===== config.mk =====
export PLATFORM = sky130hd
export DESIGN_NAME = tinyalu_requester
export DESIGN_NICKNAME = d
export VERILOG_FILES = /design/src/rtl/tinyalu_pkg.sv /design/src/rtl/tinyalu_requester.sv
export SDC_FILE = /design/constraint.sdc
export NUM_CORES = 1
export LEC_CHECK = 0
export CAP_MARGIN = 20
export CORE_ASPECT_RATIO = 1.4
export CORE_UTILIZATION = 40
export CTS_BUF_LIST = sky130_fd_sc_hd__clkbuf_4 sky130_fd_sc_hd__clkbuf_8
export CTS_CLUSTER_DIAMETER = 100
export DETAILED_ROUTE_END_ITERATION = 12
export HOLD_SLACK_MARGIN = 0.15
export MAX_ROUTING_LAYER = met4
export PLACE_DENSITY = 0.72
export SYNTH_ARGS = -nofsm -noshare
export SYNTH_HDL_FRONTEND = slang
export SYNTH_SLANG_ARGS = --single-unit

===== constraint.sdc =====
create_clock -name clk -period 2.2 [get_ports clk]
set_input_delay 0.44 -clock clk [delete_from_list [all_inputs] [get_ports clk]]
set_output_delay 0.44 -clock clk [all_outputs]
set_load 0.005 [all_outputs]

===== src/rtl/tinyalu_pkg.sv =====
`default_nettype none
// +--------------------------------------------------------------------------+
// | Module   : tinyalu_pkg                                                    |
// | Purpose  : Shared definitions for the tinyalu requester: opcode encoding,|
// |            requester FSM state codes and operand/result widths.          |
// | Revision : 1.0 - initial release                                          |
// +--------------------------------------------------------------------------+
package tinyalu_pkg;

  localparam int c_operand_w = 8;
  localparam int c_result_w  = 16;

  // Opcodes 3'b101..3'b111 are not named here; the ALU treats any op with
  // bit 2 set as a multiply, and the requester forwards them unchanged.
  typedef enum logic [2:0] {
    NO_OP = 3'b000,
    ADD   = 3'b001,
    AND   = 3'b010,
    XOR   = 3'b011,
    MUL   = 3'b100
  } alu_op_e;

  // Requester FSM state encoding.
  localparam logic [1:0] c_st_idle  = 2'd0;
  localparam logic [1:0] c_st_issue = 2'd1;
  localparam logic [1:0] c_st_resp  = 2'd2;

endpackage : tinyalu_pkg
`default_nettype wire


===== src/rtl/tinyalu_requester.sv =====
`default_nettype none
// +--------------------------------------------------------------------------+
// | Module   : tinyalu_requester                                              |
// | Purpose  : Initiator side of the tinyalu start/done protocol. Accepts one |
// |            command at a time, drives it onto the ALU pins, holds start   |
// |            until done (or a timeout), and returns the captured result on |
// |            a valid/ready response stream.                                |
// | Ports    : clk, reset_n (sync, active-low)                                |
// |            cmd_valid/cmd_ready/cmd_a/cmd_b/cmd_op  - command stream      |
// |            rsp_valid/rsp_ready/rsp_result/rsp_op/rsp_timeout - response  |
// |            alu_a/alu_b/alu_op/alu_start/alu_done/alu_result - ALU pins   |
// |            ops_done (wrapping), timeouts (saturating) - statistics       |
// | Revision : 1.0 - initial release                                          |
// +--------------------------------------------------------------------------+
module tinyalu_requester
  import tinyalu_pkg::*;
#(
  parameter int unsigned TIMEOUT_CYCLES = 15  // legal range 5..255
) (
  input  logic        clk,
  input  logic        reset_n,
  input  logic        cmd_valid,
  output logic        cmd_ready,
  input  logic [7:0]  cmd_a,
  input  logic [7:0]  cmd_b,
  input  logic [2:0]  cmd_op,
  output logic        rsp_valid,
  input  logic        rsp_ready,
  output logic [15:0] rsp_result,
  output logic [2:0]  rsp_op,
  output logic        rsp_timeout,
  output logic [7:0]  alu_a,
  output logic [7:0]  alu_b,
  output logic [2:0]  alu_op,
  output logic        alu_start,
  input  logic        alu_done,
  input  logic [15:0] alu_result,
  output logic [15:0] ops_done,
  output logic [7:0]  timeouts
);

  // The wait counter starts at 0 on the first ISSUE cycle, so the last
  // allowed cycle is TIMEOUT_CYCLES-1; start is then high exactly
  // TIMEOUT_CYCLES cycles before an abort.
  localparam logic [7:0] c_wait_last = 8'(TIMEOUT_CYCLES - 1);

  logic [1:0]                r_state;
  logic [c_operand_w-1:0]    r_alu_a;
  logic [c_operand_w-1:0]    r_alu_b;
  logic [2:0]                r_alu_op;
  logic                      r_alu_start;
  logic [7:0]                r_wait_cnt;
  logic                      r_rsp_valid;
  logic [c_result_w-1:0]     r_rsp_result;
  logic                      r_rsp_timeout;
  logic [15:0]               r_ops_done;
  logic [7:0]                r_timeouts;

  always_ff @(posedge clk) begin
    if (!reset_n) begin
      r_state       <= c_st_idle;
      r_alu_a       <= '0;
      r_alu_b       <= '0;
      r_alu_op      <= '0;
      r_alu_start   <= 1'b0;
      r_wait_cnt    <= '0;
      r_rsp_valid   <= 1'b0;
      r_rsp_result  <= '0;
      r_rsp_timeout <= 1'b0;
      r_ops_done    <= '0;
      r_timeouts    <= '0;
    end else begin
      case (r_state)
        c_st_idle: begin
          if (cmd_valid) begin
            r_alu_a    <= cmd_a;
            r_alu_b    <= cmd_b;
            r_alu_op   <= cmd_op;
            r_wait_cnt <= '0;
            if (cmd_op == NO_OP) begin
              // no_op never touches the ALU; answer immediately with zero.
              r_rsp_result  <= '0;
              r_rsp_timeout <= 1'b0;
              r_rsp_valid   <= 1'b1;
              r_state       <= c_st_resp;
            end else begin
              r_alu_start <= 1'b1;
              r_state     <= c_st_issue;
            end
          end
        end

        c_st_issue: begin
          // done is checked first so it wins over a simultaneous expiry.
          if (alu_done) begin
            r_rsp_result  <= alu_result;
            r_rsp_timeout <= 1'b0;
            r_alu_start   <= 1'b0;
            r_rsp_valid   <= 1'b1;
            r_state       <= c_st_resp;
          end else if (r_wait_cnt == c_wait_last) begin
            r_rsp_result  <= '0;
            r_rsp_timeout <= 1'b1;
            r_alu_start   <= 1'b0;
            r_rsp_valid   <= 1'b1;
            r_state       <= c_st_resp;
            if (r_timeouts != 8'hFF) begin
              r_timeouts <= r_timeouts + 8'd1;
            end
          end else begin
            r_wait_cnt <= r_wait_cnt + 8'd1;
          end
        end

        c_st_resp: begin
          if (rsp_ready) begin
            r_rsp_valid <= 1'b0;
            r_ops_done  <= r_ops_done + 16'd1;
            r_state     <= c_st_idle;
          end
        end

        default: begin
          r_state     <= c_st_idle;
          r_alu_start <= 1'b0;
          r_rsp_valid <= 1'b0;
        end
      endcase
    end
  end

  assign cmd_ready   = (r_state == c_st_idle);
  assign rsp_valid   = r_rsp_valid;
  assign rsp_result  = r_rsp_result;
  assign rsp_op      = r_alu_op;
  assign rsp_timeout = r_rsp_timeout;
  assign alu_a       = r_alu_a;
  assign alu_b       = r_alu_b;
  assign alu_op      = r_alu_op;
  assign alu_start   = r_alu_start;
  assign ops_done    = r_ops_done;
  assign timeouts    = r_timeouts;

endmodule : tinyalu_requester
`default_nettype wire


# Yosys cells after proc, flatten, opt, wreduce, memory -nomap -nowiden
# Cells that the tools add are included.
op_classes:
  n_addsub: 3
  eq_ne: 11
  mux: 30
  bitwise: 2
  n_reduce_logical: 11
op_table:
  columns: ["operator", "n"]
  rows:
  - ["two-way mux 16 bit", 4]
  - ["one-hot mux 16 bit (2 select lines)", 1]
  - ["two-way mux 8 bit", 3]
  - ["AND reduction 4 bit", 5]
  - ["adder 16 x 1 -> 16 bit (second input constant)", 1]
  - ["adder 8 x 1 -> 8 bit (second input constant)", 2]
  - ["one-hot mux 8 bit (2 select lines)", 1]
  - ["two-way mux 1 bit", 12]
  - ["two-way mux 2 bit", 5]
  - ["inequality test 2 bit (second input constant)", 5]
  - ["equality test 8 x 4 -> 1 bit (second input constant)", 1]
  - ["inequality test 8 bit (second input constant)", 1]
  - ["one-hot mux 1 bit (3 select lines)", 2]
  - ["one-hot mux 2 bit (3 select lines)", 1]
  - ["AND reduction 2 bit", 2]
  - ["logical NOT 3 bit", 1]
  - ["inequality test 3 bit (second input constant)", 1]
  - ["AND reduction 3 bit", 1]
  - ["equality test 2 x 1 -> 1 bit (second input constant)", 1]
  - ["equality test 2 bit (second input constant)", 1]
  - ["logical NOT 2 bit", 1]
  - ["inequality test 2 x 1 -> 1 bit (second input constant)", 1]
  - ["NOT 1 bit", 2]
  - ["one-hot mux 1 bit (2 select lines)", 1]
  - ["nonzero test 2 bit", 1]
totals:
  ff_bits: 72
  in_bits: 40
  output_inout_bits: 66
  word_cells: 68

# Logic depth before layout (Yosys ltp)
# Gate-level depths: netlist (run 1).
logic_depth:
  word_depth: 4
  ltp_mapped: 7
  ltp_nobuf: 6

# Worst setup path after synthesis (run 1)
# OpenSTA, ideal clock, no wires.
synth_path:
  path_type: "flip-flop to flip-flop"
  startpoint: "register r_ops_done[3] (netlist: ops_done[3])"
  endpoint: "register r_ops_done[15] (netlist: ops_done[15])"
  arrival_ps: 1666
  required_ps: 2130
  setup_slack_ps: 463
  stages_incl_launch_ff: 6
  path_buffers: 1
  period_less_slack_ps: 1737
  path_cell_list: "dfxtp_1 > nand4_2 > or3_1 > buf_2 > or4_1 > a21oi_1"
synth_between:
  elab_chain_cells: 1
synth_lines:
  columns: ["item", "line_no", "text"]
  rows:
  - ["from (decl)", "tinyalu_requester.sv:56", "logic [15:0] r_ops_done;"]
  - ["from (signal assigned)", "tinyalu_requester.sv:118", "r_ops_done <= r_ops_done + 16'd1;"]
  - ["adder 16 x 1 -> 16 bit", "tinyalu_requester.sv:118", null]
# No other way between the ends.
# A chain may end at the register's enable or synchronous reset.

# Worst setup path after layout (run 1)
layout_path:
  startpoint: "register r_wait_cnt[1]"
  endpoint: "register r_timeouts[5] (netlist: timeouts[5])"
layout_between:
  elab_chain_cells: 2
layout_lines:
  columns: ["item", "line_no", "text"]
  rows:
  - ["from (decl)", "tinyalu_requester.sv:52", "logic [7:0] r_wait_cnt;"]
  - ["from (signal assigned)", "tinyalu_requester.sv:111", "r_wait_cnt <= r_wait_cnt + 8'd1;"]
  - ["equality test 8 x 4 -> 1 bit", "tinyalu_requester.sv:101", "end else if (r_wait_cnt == c_wait_last) begin"]
  - ["AND reduction 4 bit (no line)", null, null]
  - ["to (signal assigned)", "tinyalu_requester.sv:108", "r_timeouts <= r_timeouts + 8'd1;"]
  - ["to (decl)", "tinyalu_requester.sv:57", "logic [7:0] r_timeouts;"]
# No other way between the ends.

==> run metrics, run 1 <==
crit end category=flop; maximum number of pins on one net before global-route repair=21; post-CTS resize count=0; HPWL after detailed placement=5340 µm; setup_tns=0 ps; FF+latch count, synth=72; CTS sink count=72; Die Y=104 µm; Clock transition at path regs=70 ps; Rel. slew slack=0.326; H-tree levels=3; drc violations=0; Post-synth top flop=dfxtp_1; Fin Hold WS=452 ps; initial cell density of the core=0.419; outcome=completed; final WL=7240 µm; Die X=74.5 µm; grt ovf=0; Syn Std Cell Area=2950 µm²; Syn Nets=374; Tcrit/Tclk final=0.878; via-per-instance ratio=5.15; PwrDens=651 nW/µm²; reg2reg start=r_wait_cnt[1]$_SDFFE_PN0P_; drt wl/cell=13.5 µm; row cnt=36; Total Routing Usage GR=0.205; die area=7720 µm²; cts hold-fix bufs=0; sequential-to-total area share from yosys stat=0.489; Max VDD drop=0.350 mV; Yosys cell types=48; Post-Synthesis Cells=330; TritonCTS Buffers=9; area growth from synthesis to layout=46.9%; FFs w/ async S/R, synth=0; final antenna-violating net count=0; EDFF count, synth=0; Nets=482; final worst path period need=1930 ps; Final setup violation count=0; Max Cap Violations=0; area of the core=7030 µm²; vias=2760; worst setup path start=r_wait_cnt[1]$_SDFFE_PN0P_; yosys warns=0; DRT iter0 DRCs=105; leakage=1.54 nW; fill count=625; layout cells sized above 1=0.0816; post-CTS setup buffers=0; CP max FO=11; critical path data required time=2470 ps; DRT Pass-1 Iters=4; Max clock buf depth=2; Setup Crit Path Kind=reg -> reg; mean post-synth cell area=8.93 µm²; clock skew=8.04 ps; number of global-route vias before repair=2608; CTS root buf=clkbuf_8; CP Data Arrival Time=2200 ps; fmax=518 MHz; clk_lat worst skew=340 ps; HP Start=alu_b[2]$_SDFFE_PN0P_; endpoints failing hold=0; number of I/O port buffers=105; RSZ-0062 raised after global routing=no; antenna fix cells=0; first-pass GRT wire length=12000 µm; initial antenna violation count=0; Final Slew Violations=0; Hold Crit Class=reg -> reg; Worst-Margin Slew=1010 ps; crit start category=flop; RD Place Congestion=0.850; CTS tree=yes; Ports=106
==> placed cells by master, fill, tap and decap left out, types with 3 or more instances in the layout <==
cell type        instances
nor3_1                   7
buf_4                   15
ha_1                     4
or4_1                    7
a22o_1                  16
nand3_1                 12
clkdlybuf4s50_1        105
nand2_1                 54
clkbuf_8                10
xor2_1                   8
dfxtp_1                 72
inv_1                    5
nor2_1                  18
o41ai_1                  3
o31ai_1                  6
or3_1                    7
a21oi_1                 35
nand4_1                  4
xnor2_1                  6
o21ai_0                  7
nand2b_1                 4
mux2i_1                  3
==> per-stage QoR <==
step           cell area, µm²  setup slack, ps   util  std cells  total power, mW
5_1_grt                  4330              103  0.616        536             2.94
4_1_cts                  4330              269  0.616        536             2.85
6_report                 4330              269  0.616        536             2.82
3_5_place_dp             4120            -56.0  0.586        522             1.74
2_1_floorplan            2950              463      -        330             1.54
3_3_place_gp             4120            -22.9  0.586        522             1.74
==> kinds of logic (layout without fill, tap and decap cells) <==
kind of cell    after synthesis  in the layout  synth area share
simple gates                130            130             0.224
compound gates               79             79             0.174
flops                        72             72             0.489
buf+inv                      28            139            0.0433
xor+xnor                     14             14            0.0416
fa+ha+maj                     4              4            0.0170
mux                           3              3            0.0102
==> registers in the layout, indices dropped and copies added, names as in the netlist <==
name and cells:
alu_b 8, ops_done 16, r_wait_cnt 8, rsp_result 16, r_state 2, alu_a 8, timeouts 8, rsp_timeout 1
rsp_valid 1, alu_start 1, alu_op 3
==> synth_stat cells, types with 2 or more instances <==
master / n / area (µm²)
a21oi_1: 35 / 175
a22o_1: 16 / 140
and4b_1: 2 / 20.0
buf_2: 3 / 15.0
buf_4: 3 / 22.5
clkbuf_1: 15 / 56.3
dfxtp_1: 72 / 1440
ha_1: 4 / 50.1
inv_1: 5 / 18.8
mux2i_1: 3 / 30.0
nand2_1: 54 / 203
nand2b_1: 4 / 25.0
nand3_1: 12 / 60.1
nand4_1: 4 / 25.0
nor2_1: 18 / 67.6
nor3_1: 7 / 35.0
o2111ai_1: 2 / 17.5
o211ai_1: 2 / 15.0
o21a_1: 2 / 15.0
o21ai_0: 7 / 35.0
o31ai_1: 6 / 45.0
o41ai_1: 3 / 26.3
or3_1: 7 / 43.8
or3_2: 2 / 15.0
or4_1: 7 / 52.6
xnor2_1: 6 / 52.6
xor2_1: 8 / 70.1
==> final timing paths <==
| check | to | slack [ps] | depth (start not counted) |
|---|---|---|---|
| max | timeouts[5]$_SDFFE_PN0P_ | 270 | 5 |
| min | alu_b[2]$_SDFFE_PN0P_ | 450 | 2 |
| max reg2reg | timeouts[5]$_SDFFE_PN0P_ | 270 | 5 |
| min reg2reg | alu_b[2]$_SDFFE_PN0P_ | 450 | 2 |
==> routing by layer <==
| metal | global-route usage | vias up | wire length (µm) |
|---|---|---|---|
| met5 | - | - | 0 |
| met4 | 0.105 | 0 | 188 |
| met2 | 0.314 | 79 | 3540 |
| li1 | - | 1382 | - |
| met3 | 0.0535 | 16 | 355 |
| met1 | 0.242 | 1283 | 3150 |
==> final cells by class <==
class	count	area [µm²]	area share
Clock buffer	10	138	0.0318
Clock inverter	4	70.1	0.0162
Inverter	5	18.8	0.00434
Multi-Input combinational cell	230	1380	0.318
Sequential cell	72	1440	0.333
Tap cell	95	119	0.0275
Timing Repair Buffer	120	1160	0.269
==> report_power, final <==
part / leakage, nW / internal, mW / switching (mW)
Sequential: 0.584 / 1.35 / 0.0323
Combinational: 0.853 / 0.195 / 0.135
Clock: 0.108 / 0.653 / 0.454
Total: 1.54 / 2.20 / 0.621
==> critical path, cell delays in order (launching register included) <==
cell and delay [ps]:
dfxtp_1 390, ha_1 200, and4b_1 260, nand3_1 280, or4_1 590, a21oi_1 150
Power figures use the tool's default switching activity.
==> inputs of run 2 (changes only) <==
CTS_BUF_LIST = sky130_fd_sc_hd__clkbuf_16   (was sky130_fd_sc_hd__clkbuf_4 sky130_fd_sc_hd__clkbuf_8)
GPL_TIMING_DRIVEN = 0   (was default)
==> run metrics, run 2 (synthesized netlist as in run 1, its figures left out) <==
outcome=completed; Total Routing Usage GR=0.211; CP Data Arrival Time=2240 ps; busiest layer in global routing=met2; Clock transition at path regs=60 ps; Fin Hold WS=451 ps; TritonCTS Buffers=9; Ports=106; final worst path period need=2050 ps; final WL=7460 µm; crit start category=input port; first-pass GRT wire length=12400 µm; critical path data required time=2390 ps; initial cell density of the core=0.419; maximum number of pins on one net before global-route repair=13; GR met3 Demand/Resource=0.0506; layout cells sized above 1=0.0705; RSZ-0062 raised after global routing=no; via-per-instance ratio=5.13; Max clock buf depth=2; fmax=489 MHz; H-tree levels=3; vias=2816; Tcrit/Tclk final=0.930; grt ovf=0; CP max FO=10; CTS sink count=72; DRT Pass-1 Iters=5; RD Place Congestion=0.827; HPWL after detailed placement=5410 µm; endpoints failing hold=0; PwrDens=681 nW/µm²; drc violations=0; Pwr Total=3.00 mW; leading cell type in the layout, fill and taps excluded=clkdlybuf4s50_1; clk_lat worst skew=320 ps; Max VDD drop=0.501 mV; Setup Crit Path Kind=in -> reg; final antenna-violating net count=0; number of global-route vias before repair=2732; Final Slew Violations=0; number of I/O port buffers=105; met1 Use GR=0.241; Hold Crit Class=reg -> reg; Final setup violation count=0; Worst-Margin Slew=559 ps; Rel. slew slack=0.627; Die Y=104 µm; DRT iter0 DRCs=114; antenna fix cells=0; CTS tree=yes; commonest cells after routing, fill and taps aside=clkdlybuf4s50_1, dfxtp_1, nand2_1; Max Cap Violations=0; leakage=1.56 nW; drt wl/cell=13.6 µm; area of the core=7030 µm²; Nets=493; crit end category=flop; initial antenna violation count=0; Die X=74.5 µm; row cnt=36; area growth from synthesis to layout=49.4%; clock skew=5.07 ps; GR Util met2=0.343; die area=7720 µm²; CTS root buf=clkbuf_16
==> run 2: repair_timing <==
action / 4_1_cts / 5_1_grt
resized for setup: 0 / 0
setup endpoints to repair: 0 / 13
hold buffers: 0 / 0
setup buffers: 0 / 3
==> run 2: power by group <==
group	switching [mW]	internal (mW)
logic	0.144	0.200
clock network	0.531	0.749
registers	0.0255	1.35
==> run 2: layer usage <==
layer	part of all wire	routed length, µm	vias up
met2	0.51	3780	83
met5	0	0	-
met3	0.049	366	10
met4	0.023	169	0
met1	0.42	3140	1315
li1	-	-	1408
==> run 2: through the flow <==
step / setup TNS [ps] / utilization / instances / worst slack, ps / cell area [µm²]
finish: 0 / 0.626 / 549 / 153 / 4400
global route: 0 / 0.626 / 549 / 8.38 / 4400
CTS: 0 / 0.623 / 546 / 106 / 4380
detailed placement: -7160 / 0.586 / 530 / -232 / 4120
global placement: -6640 / 0.586 / 530 / -221 / 4120
floorplan: 0 / - / 330 / 463 / 2950
==> run 2: final timing paths <==
path                                    from                           to  slack, ps  depth (start not counted)
setup / recovery                     reset_n       alu_op[0]$_SDFFE_PN0P_        150                          6
hold / removal         alu_b[6]$_SDFFE_PN0P_        alu_b[6]$_SDFFE_PN0P_        450                          2
setup reg to reg  r_wait_cnt[0]$_SDFFE_PN0P_  rsp_result[13]$_SDFFE_PN0P_        210                          7
hold reg to reg        alu_b[6]$_SDFFE_PN0P_        alu_b[6]$_SDFFE_PN0P_        450                          2
==> run 2: final cells by class <==
| cell class | count | area (µm²) |
|---|---|---|
| clock inverters | 7 | 38.8 |
| flip-flops and latches | 72 | 1440 |
| repair buffers | 108 | 1070 |
| fillers | 625 | 2630 |
| inverters | 5 | 18.8 |
| multi-input cells | 230 | 1380 |
| clock buffers | 9 | 225 |
| well taps | 95 | 119 |
| plain buffers | 23 | 109 |
==> run 2: worst max-delay path, stage by stage <==
cell	delay (ps)
clkdlybuf4s50_1	460
clkbuf_1	250
inv_1	120
clkbuf_1	450
clkbuf_1	430
a21oi_1	90
==> inputs of run 3 (changes only) <==
CORE_ASPECT_RATIO = 1.75   (was 1.4)
CTS_CLUSTER_DIAMETER = 200   (was 100)
CTS_CLUSTER_SIZE = 16   (was default)
==> run metrics, run 3 (synthesized netlist as in run 1, its figures left out) <==
outcome=completed; Nets=491; RSZ-0062 raised after global routing=no; initial cell density of the core=0.410; Setup Crit Path Kind=reg -> reg; cts hold-fix bufs=0; maximum number of pins on one net before global-route repair=12; layout cells sized above 1=0.0643; Final Slew Violations=0; Buf/Inv on CP=2; crit-path leading delay family=compound AO/OA/AOI/OAI gates; Die X=66.9 µm; critical path data required time=2470 ps; grt ovf=0; first-pass GRT wire length=12100 µm; via-per-instance ratio=5.26; area of the core=7180 µm²; Hold Crit Class=reg -> reg; worst-path cell chain=inv_1 -> ha_1 -> and4b_1 -> a21boi_1 -> o21a_1 -> buf_2 -> a22o_1; Comb power frac=0.111; TritonCTS Buffers=9; Clock transition at path regs=50 ps; clk_lat worst skew=330 ps; Max VDD drop=0.623 mV; Max clock buf depth=2; HPWL after detailed placement=5490 µm; DP Worst Slack=-245 ps; final WL=7540 µm; CTS root buf=clkbuf_16; vias=2827; Rel. slew slack=0.644; Net Sw Frac=0.222; DRT iter0 DRCs=85; CP Data Arrival Time=2300 ps; Max Cap Violations=0; final worst path period need=2030 ps; clock network power share=0.444; area growth from synthesis to layout=49.1%; placed cell count=521; leakage=1.57 nW; fin cells=537; number of I/O port buffers=105; Net Sw Power=0.686 mW; drt wl/cell=14.0 µm; initial antenna violation count=0; RD Place Congestion=0.785; Seq pwr share=0.445; DRT Pass-1 Iters=5; PwrDens=704 nW/µm²; CTS sink count=72; CP max FO=10; number of global-route vias before repair=2737; endpoints failing hold=0; Fin Hold WS=451 ps; final setup margin=170 ps; Finished Core Util=0.611; Max stage delay on crit path=380 ps; die area=7720 µm²; row cnt=41; critical path's slowest cell=dfxtp_1; Ports=106; Pwr Total=3.09 mW; Total Routing Usage GR=0.215; final antenna-violating net count=0; crit end category=flop; Die Y=116 µm; H-tree levels=3; drc violations=0; leading cell type in the layout, fill and taps excluded=clkdlybuf4s50_1; fmax=493 MHz; CTS tree=yes; antenna fix cells=0; crit start category=flop; Tcrit/Tclk final=0.923; clock skew=6.62 ps; Final setup violation count=0; commonest cells after routing, fill and taps aside=clkdlybuf4s50_1, dfxtp_1, nand2_1; Pint=2.40 mW; Worst-Margin Slew=534 ps
[run 3: per-layer routing]
layer | vias up | wire length (µm) | GRT usage | part of all wire
li1 | 1406 | - | - | -
met4 | 0 | 170 | 0.109 | 0.023
met1 | 1321 | 2990 | 0.207 | 0.40
met2 | 89 | 3960 | 0.377 | 0.52
met5 | - | 0 | - | 0
met3 | 11 | 423 | 0.0669 | 0.056
[run 3: final timing paths]
| path | startpoint | end | slack, ps | depth (start not counted) |
|---|---|---|---|---|
| min reg2reg | alu_a[4]$_SDFFE_PN0P_ | alu_a[4]$_SDFFE_PN0P_ | 450 | 2 |
| min | alu_a[4]$_SDFFE_PN0P_ | alu_a[4]$_SDFFE_PN0P_ | 450 | 2 |
| max reg2reg | r_wait_cnt[0]$_SDFFE_PN0P_ | rsp_result[6]$_SDFFE_PN0P_ | 170 | 7 |
| max | r_wait_cnt[0]$_SDFFE_PN0P_ | rsp_result[6]$_SDFFE_PN0P_ | 170 | 7 |
[run 3: cell type report]
cell class / count / area (µm²)
multi-input cells: 230 / 1380
fillers: 653 / 2790
clock inverters: 6 / 52.6
inverters: 5 / 18.8
well taps: 86 / 108
flip-flops and latches: 72 / 1440
repair buffers: 106 / 1060
clock buffers: 9 / 225
plain buffers: 23 / 110
[run 3: power by group through the flow]
stage,sequential [mW],combinational (mW),clock (mW)
after detailed placement,1.40,0.344,0
after floorplan,1.40,0.135,0
after global routing,1.38,0.378,1.46
final,1.37,0.342,1.37
after global placement,1.40,0.339,0
after CTS,1.37,0.345,1.39
[run 3: metrics by stage]
step | setup TNS [ps] | area, µm²
2_1_floorplan | 0 | 2950
3_5_place_dp | -7440 | 4100
3_3_place_gp | -6840 | 4100
5_1_grt | 0 | 4390
4_1_cts | 0 | 4380
6_report | 0 | 4390
[run 3: repair_timing]
action / CTS / global route
gates resized for setup: 0 / 1
endpoints found under the setup margin: 0 / 16
setup buffers: 0 / 1
[run 3: tightest hold or removal path, delay by kind of cell, from the launching register on]
family,cells,cell delay (ps)
simple gates,1,50
flops,1,300
compound gates,1,50
